--- config.mk ---
export PLATFORM = sky130hd
export DESIGN_NAME = regfile_scoreboard
export DESIGN_NICKNAME = d
export VERILOG_FILES = /design/src/rtl/regfile_scoreboard.sv
export SDC_FILE = /design/constraint.sdc
export NUM_CORES = 2
export LEC_CHECK = 0
export CELL_PAD_IN_SITES_DETAIL_PLACEMENT = 1
export CELL_PAD_IN_SITES_GLOBAL_PLACEMENT = 1
export CORE_MARGIN = 4
export CORE_UTILIZATION = 28
export CTS_CLUSTER_SIZE = 20
export DETAILED_ROUTE_END_ITERATION = 12
export PLACE_DENSITY = 0.59
export REMOVE_ABC_BUFFERS = 1
export SYNTH_ARGS = -nofsm -noshare
export SYNTH_HDL_FRONTEND = slang
export SYNTH_SLANG_ARGS = --single-unit
--- constraint.sdc ---
create_clock -name clk -period 5.2 [get_ports clk]
set_clock_uncertainty 0.15 [all_clocks]
set_input_delay 0.78 -clock clk [delete_from_list [all_inputs] [get_ports clk]]
set_output_delay 0.78 -clock clk [all_outputs]
set_load 0.05 [all_outputs]
--- src/rtl/regfile_scoreboard.sv ---
// Architectural register file fed by writeback, with per-register in-flight
// write counters that stall decode on read-after-write hazards bypass cannot cover.
module regfile_scoreboard #(
  parameter int word_size = 32,
  parameter int reg_size  = 5,
  parameter int cnt_width = 2
) (
  input  logic                 clk,
  input  logic                 rst_n,
  input  logic                 RegWrite,
  input  logic [reg_size-1:0]  WriteReg,
  input  logic [word_size-1:0] WriteData,
  input  logic [reg_size-1:0]  rs1,
  input  logic [reg_size-1:0]  rs2,
  output logic [word_size-1:0] rd1,
  output logic [word_size-1:0] rd2,
  input  logic                 issue_valid,
  input  logic                 issue_regwrite,
  input  logic [reg_size-1:0]  issue_rd,
  output logic                 stall,
  output logic                 sb_err
);
  localparam int NREG = 2 ** reg_size;
  localparam logic [cnt_width-1:0] CNT_MAX = '1;
  localparam logic [cnt_width-1:0] CNT_ONE = cnt_width'(1);

  logic [word_size-1:0] reg_q [NREG];
  logic [word_size-1:0] reg_d [NREG];
  logic [cnt_width-1:0] cnt_q [NREG];
  logic [cnt_width-1:0] cnt_d [NREG];
  logic                 sb_err_q, sb_err_d;
  logic [NREG-1:0]      retire_hit, accept_hit;
  logic                 wb_en, accept, busy_a, busy_b;

  assign wb_en = RegWrite && (WriteReg != '0);

  generate
    for (genvar gi = 0; gi < NREG; gi++) begin : g_hit
      assign retire_hit[gi] = wb_en && (WriteReg == reg_size'(gi));
      assign accept_hit[gi] = accept && (issue_rd == reg_size'(gi));
    end
  endgenerate

  // A single outstanding writer that retires this cycle is forwarded, so it is not a hazard.
  assign busy_a = (rs1 != '0) &&
                  ((cnt_q[rs1] > CNT_ONE) || ((cnt_q[rs1] == CNT_ONE) && !retire_hit[rs1]));
  assign busy_b = (rs2 != '0) &&
                  ((cnt_q[rs2] > CNT_ONE) || ((cnt_q[rs2] == CNT_ONE) && !retire_hit[rs2]));

  assign stall  = issue_valid && (busy_a || busy_b);
  assign accept = issue_valid && !stall && issue_regwrite && (issue_rd != '0);

  assign rd1 = (rs1 == '0) ? '0 : (wb_en && (WriteReg == rs1)) ? WriteData : reg_q[rs1];
  assign rd2 = (rs2 == '0) ? '0 : (wb_en && (WriteReg == rs2)) ? WriteData : reg_q[rs2];
  assign sb_err = sb_err_q;

  always_comb begin
    for (int i = 0; i < NREG; i++) begin
      reg_d[i] = reg_q[i];
    end
    if (wb_en) begin
      reg_d[WriteReg] = WriteData;
    end
  end

  // Counters saturate at both ends; an over/underflow attempt latches the error flag.
  always_comb begin
    sb_err_d = sb_err_q;
    for (int i = 0; i < NREG; i++) begin
      cnt_d[i] = cnt_q[i];
      if (accept_hit[i] && !retire_hit[i]) begin
        if (cnt_q[i] == CNT_MAX) sb_err_d = 1'b1;
        else                     cnt_d[i] = cnt_q[i] + CNT_ONE;
      end else if (retire_hit[i] && !accept_hit[i]) begin
        if (cnt_q[i] == '0) sb_err_d = 1'b1;
        else                cnt_d[i] = cnt_q[i] - CNT_ONE;
      end
    end
  end

  always_ff @(posedge clk or negedge rst_n) begin
    if (!rst_n) begin
      for (int i = 0; i < NREG; i++) begin
        reg_q[i] <= '0;
        cnt_q[i] <= '0;
      end
      sb_err_q <= 1'b0;
    end else begin
      for (int i = 0; i < NREG; i++) begin
        reg_q[i] <= reg_d[i];
        cnt_q[i] <= cnt_d[i];
      end
      sb_err_q <= sb_err_d;
    end
  end
endmodule

==> report_table.html <==
<table>
<tr><th>Metric</th><th>Value</th></tr>
<tr><th colspan="2">Critical path</th></tr>
<tr><td>Worst path arrival time</td><td>4.14 ns</td></tr>
<tr><td>Startpoint types</td><td>input pin</td></tr>
<tr><td>Launching point of the worst reg2reg path</td><td>cnt_q[10]</td></tr>
<tr><td>Crit path max fanout</td><td>19</td></tr>
<tr><td>Crit Path Class</td><td>input pin to primary output</td></tr>
<tr><td>CP endpoint kind</td><td>primary output</td></tr>
<tr><td>Worst reg2reg setup slack</td><td>0.54 ns</td></tr>
<tr><td>CP required</td><td>4.27 ns</td></tr>
<tr><td>Setup crit start</td><td>rs2[2]</td></tr>
<tr><th colspan="2">Power and ir drop</th></tr>
<tr><td>LEAKAGE</td><td>30.8 nW</td></tr>
<tr><td>Power density of the placed cells</td><td>369 nW/um^2</td></tr>
<tr><td>Worst vdd rail ir drop</td><td>0.270 mV</td></tr>
<tr><td>Final total power</td><td>0.0266 W</td></tr>
<tr><th colspan="2">Global route</th></tr>
<tr><td>Global-route usage over all layers</td><td>0.205</td></tr>
<tr><td>Wire length of the first global-routing pass</td><td>338000 um</td></tr>
<tr><td>Number of antenna violations at the first check in global routing</td><td>6</td></tr>
<tr><td>Via count of the first global-routing pass</td><td>45600</td></tr>
<tr><td>Overall overflow remaining after global route</td><td>0</td></tr>
<tr><td>Largest net degree at the start of global routing</td><td>134</td></tr>
<tr><th colspan="2">Logic synthesis</th></tr>
<tr><td>Most used flip-flop cell after synthesis</td><td>sky130_fd_sc_hd__dfrtp_1</td></tr>
<tr><td>Synthesized netlist cell count</td><td>4590</td></tr>
<tr><td>Fraction of registers with async set/reset</td><td>1.00</td></tr>
<tr><td>EDFF count, synth</td><td>0</td></tr>
<tr><td>Cell taking the most area after synthesis</td><td>sky130_fd_sc_hd__dfrtp_1</td></tr>
<tr><td>Leading post-synthesis cells by cell area</td><td>sky130_fd_sc_hd__dfrtp_1 44%, sky130_fd_sc_hd__mux4_2 22%, sky130_fd_sc_hd__mux2_2 16%</td></tr>
<tr><td>Most frequent cell after synthesis</td><td>sky130_fd_sc_hd__dfrtp_1</td></tr>
<tr><td>Distinct cells, synth</td><td>75</td></tr>
<tr><td>Commonest cells in the synthesized netlist</td><td>1089 x sky130_fd_sc_hd__dfrtp_1, 846 x sky130_fd_sc_hd__mux2_2, 691 x sky130_fd_sc_hd__nand2_1</td></tr>
<tr><td>Cell area after technology mapping</td><td>61300 sq um</td></tr>
<tr><td>Sequential element share of the synthesized area</td><td>0.444</td></tr>
<tr><td>Post-synthesis average cell area</td><td>13.4 sq um</td></tr>
<tr><td>Seq cells post-synth</td><td>1089</td></tr>
<tr><td>Count of synthesis-stage warnings from yosys</td><td>0</td></tr>
<tr><td>Portion of synthesized cell area occupied by the leading cell type</td><td>0.444</td></tr>
<tr><th colspan="2">Clocking</th></tr>
<tr><td>Number of buffers on the longest clock path</td><td>3</td></tr>
<tr><td>Total CTS buffers</td><td>120</td></tr>
<tr><td>Clock sink total</td><td>1089</td></tr>
<tr><td>CTS root buffer</td><td>sky130_fd_sc_hd__clkbuf_16</td></tr>
<tr><td>Clock latency reported for the late side of the worst-skew pair</td><td>0.76 ns</td></tr>
<tr><td>H-tree depth</td><td>3</td></tr>
<tr><td>Post-CTS setup repair buffer count</td><td>0</td></tr>
<tr><td>TritonCTS clock tree</td><td>yes</td></tr>
<tr><td>Post-CTS clock slew at the launch and capture registers of the worst setup and hold paths</td><td>0.05 ns</td></tr>
<tr><th colspan="2">Route</th></tr>
<tr><td>Number of design rule violations left after detail routing</td><td>0</td></tr>
<tr><td>Antenna viol nets, final</td><td>0</td></tr>
<tr><td>Via density</td><td>5.60</td></tr>
<tr><td>First DRT Iteration DRCs</td><td>3759</td></tr>
<tr><td>WL per Instance</td><td>30.6 um</td></tr>
<tr><td>Number of iterations in the first detailed-routing pass</td><td>5</td></tr>
<tr><td>Number of vias in the routed layout</td><td>42800</td></tr>
<tr><td>Routed wire length</td><td>234000 um</td></tr>
<tr><th colspan="2">STA</th></tr>
<tr><td>Final critical-path share of the clock period</td><td>0.975</td></tr>
<tr><td>Setup repair after global routing missed its margin</td><td>false</td></tr>
<tr><td>Worst Max-Slew Pin Slew</td><td>1.15 ns</td></tr>
<tr><td>Maximum clock rate</td><td>197 MHz</td></tr>
<tr><td>Normalized max-slew margin</td><td>0.232</td></tr>
<tr><td>Min cycle time layout</td><td>5.07 ns</td></tr>
<tr><td>Number of pins exceeding their max-slew limit in the final report</td><td>0</td></tr>
<tr><td>Final setup violation count</td><td>0</td></tr>
<tr><td>Worst hold slack</td><td>0.241 ns</td></tr>
<tr><td>Final Hold Vio Count</td><td>0</td></tr>
<tr><th colspan="2">Status</th></tr>
<tr><td>Run status</td><td>completed</td></tr>
<tr><th colspan="2">Die</th></tr>
<tr><td>Top-level port count</td><td>123</td></tr>
<tr><td>Core box area</td><td>217000 sq um</td></tr>
<tr><td>Die Y</td><td>476 um</td></tr>
<tr><td>Std cell rows</td><td>171</td></tr>
<tr><td>Width of the die</td><td>476 um</td></tr>
<tr><td>Total Die Area</td><td>227000 sq um</td></tr>
<tr><td>Initial cell density of the core</td><td>0.282</td></tr>
<tr><th colspan="2">Job</th></tr>
<tr><td># Max-Cap Violations</td><td>0</td></tr>
<tr><th colspan="2">Final layout</th></tr>
<tr><td>Layout net count</td><td>4812</td></tr>
<tr><td>Layout Area Growth over Synthesis</td><td>17.6%</td></tr>
<tr><td>Fraction of layout instances using a drive strength above 1</td><td>0.437</td></tr>
<tr><td>Final core utilization</td><td>0.332</td></tr>
<tr><td>Final-layout fill cell count</td><td>22900</td></tr>
<tr><th colspan="2">Placed design</th></tr>
<tr><td>Global placement routability congestion</td><td>0.935</td></tr>
<tr><td>Number of port buffers</td><td>122</td></tr>
<tr><td>Hpwl dp</td><td>136000 um</td></tr>
<tr><th colspan="2">Worst hold path</th></tr>
<tr><td>Worst min-delay path startpoint</td><td>reg_q[1010]</td></tr>
<tr><td>Worst Hold Class</td><td>flop to flop</td></tr>
</table>
==> timing repair <==
action,CTS,global route
hold buffers,1,0
resized for setup,1,8
endpoints found under the hold margin,60,0
setup endpoints to repair,1,8
==> kinds of logic (layout without fill, tap and decap cells) <==
group | Yosys count | after routing | share of synthesized area
other | 0 | 3 | 0
AOI/OAI and AO/OA | 286 | 286 | 0.0324
adders and majority gates | 73 | 73 | 0.0144
xor gates and xnor gates | 7 | 7 | 0.00112
buffers and inverters | 524 | 720 | 0.0349
and+or+nand+nor | 1034 | 1034 | 0.0738
DFF | 1089 | 1089 | 0.444
muxes | 1577 | 1577 | 0.399
==> final cells by class <==
class,count,area (sq um),area share
Tap cell,2854,3570,0.0495
Timing Repair Buffer,444,4840,0.0671
Clock buffer,183,3530,0.0490
Multi-Input combinational cell,2977,32200,0.447
Sequential cell,1089,27300,0.378
Antenna cell,3,7.51,0.000104
Inverter,61,246,0.00342
Clock inverter,32,394,0.00547
==> stage by stage <==
stage | setup slack (ns) | instance area (sq um) | TNS, ns | std cells
2_1_floorplan | -2.83 | 59400 | -222.15 | 4127
5_1_grt | 0.0245 | 72100 | 0 | 7640
6_report | 0.129 | 72100 | 0 | 7643
4_1_cts | 0.0705 | 72000 | 0 | 7640
3_3_place_gp | -0.0902 | 68100 | -0.0993 | 7424
3_5_place_dp | -0.0938 | 68100 | -0.129 | 7424
==> cells in the final DEF (no fill, tap or decap), types with 5 or more instances in the layout <==
master	count
sky130_fd_sc_hd__clkbuf_8	25
sky130_fd_sc_hd__o31a_1	16
sky130_fd_sc_hd__nor4b_1	31
sky130_fd_sc_hd__a31oi_1	14
sky130_fd_sc_hd__inv_1	52
sky130_fd_sc_hd__o21ai_0	101
sky130_fd_sc_hd__a21oi_1	18
sky130_fd_sc_hd__dfrtp_1	1089
sky130_fd_sc_hd__a32oi_1	64
sky130_fd_sc_hd__clkinv_2	19
sky130_fd_sc_hd__inv_2	5
sky130_fd_sc_hd__buf_12	107
sky130_fd_sc_hd__clkdlybuf4s50_1	51
sky130_fd_sc_hd__nor2b_1	38
sky130_fd_sc_hd__nand2_1	676
sky130_fd_sc_hd__nand2_4	10
sky130_fd_sc_hd__mux2_2	846
sky130_fd_sc_hd__nand2_2	5
sky130_fd_sc_hd__ha_1	62
sky130_fd_sc_hd__buf_4	280
sky130_fd_sc_hd__nand3_1	97
sky130_fd_sc_hd__clkbuf_1	36
sky130_fd_sc_hd__nor2_4	17
sky130_fd_sc_hd__mux4_2	602
sky130_fd_sc_hd__o211ai_1	5
sky130_fd_sc_hd__mux2i_1	124
sky130_fd_sc_hd__or2_2	8
sky130_fd_sc_hd__a211oi_1	24
sky130_fd_sc_hd__maj3_1	11
sky130_fd_sc_hd__nor4_1	9
sky130_fd_sc_hd__clkbuf_16	122
sky130_fd_sc_hd__and3_1	5
sky130_fd_sc_hd__bufinv_16	8
sky130_fd_sc_hd__nor2_1	28
sky130_fd_sc_hd__a211oi_2	10
sky130_fd_sc_hd__nor3_1	74
sky130_fd_sc_hd__nand2b_1	5
sky130_fd_sc_hd__nand4_1	7
sky130_fd_sc_hd__buf_8	5
==> critical path: stages <==
cell	delay [ns]
sky130_fd_sc_hd__clkdlybuf4s50_1	0.47
sky130_fd_sc_hd__buf_4	0.18
sky130_fd_sc_hd__buf_12	0.19
sky130_fd_sc_hd__xnor2_1	0.18
sky130_fd_sc_hd__nand3_1	0.17
sky130_fd_sc_hd__o41ai_1	0.38
sky130_fd_sc_hd__buf_4	0.18
sky130_fd_sc_hd__a21oi_4	0.05
sky130_fd_sc_hd__buf_4	0.19
sky130_fd_sc_hd__or2_2	0.38
sky130_fd_sc_hd__buf_4	0.23
sky130_fd_sc_hd__a211oi_2	0.37
sky130_fd_sc_hd__buf_4	0.22
sky130_fd_sc_hd__buf_12	0.14
==> power breakdown <==
part | leakage, nW | internal, W | switching [W] | total, W
clock | 1.93 | 0.00504 | 0.00370 | 0.00873
sequential | 14.0 | 0.0101 | 0.00134 | 0.0114
combinational | 14.9 | 0.00364 | 0.00282 | 0.00647
total | 30.8 | 0.0188 | 0.00786 | 0.0266
==> path summary, 6_finish.rpt <==
kind                               end  cells past startpoint
min in group asynchronous   reg_q[336]                      2
max                            rd2[19]                     14
min reg2reg                reg_q[1010]                      0
min                        reg_q[1010]                      0
max in group asynchronous   reg_q[767]                      3
max reg2reg                     sb_err                     14
==> layer usage <==
| layer | GRT usage | part of all wire | wire [um] | vias up |
|---|---|---|---|---|
| li1 | - | - | - | 17400 |
| met3 | 0.0335 | 0.061 | 14300 | 371 |
| met1 | 0.284 | 0.44 | 102000 | 23500 |
| met4 | 0.0592 | 0.033 | 7710 | 2 |
| met2 | 0.330 | 0.47 | 109000 | 1449 |
| met5 | 0 | 0.000056 | 13 | - |
==> registers in the layout, summed over array words and instances (netlist names) <==
signal / flops
cnt_q: 64
reg_q: 1024
sb_err: 1
No activity file was read; power rests on OpenSTA's default activity.
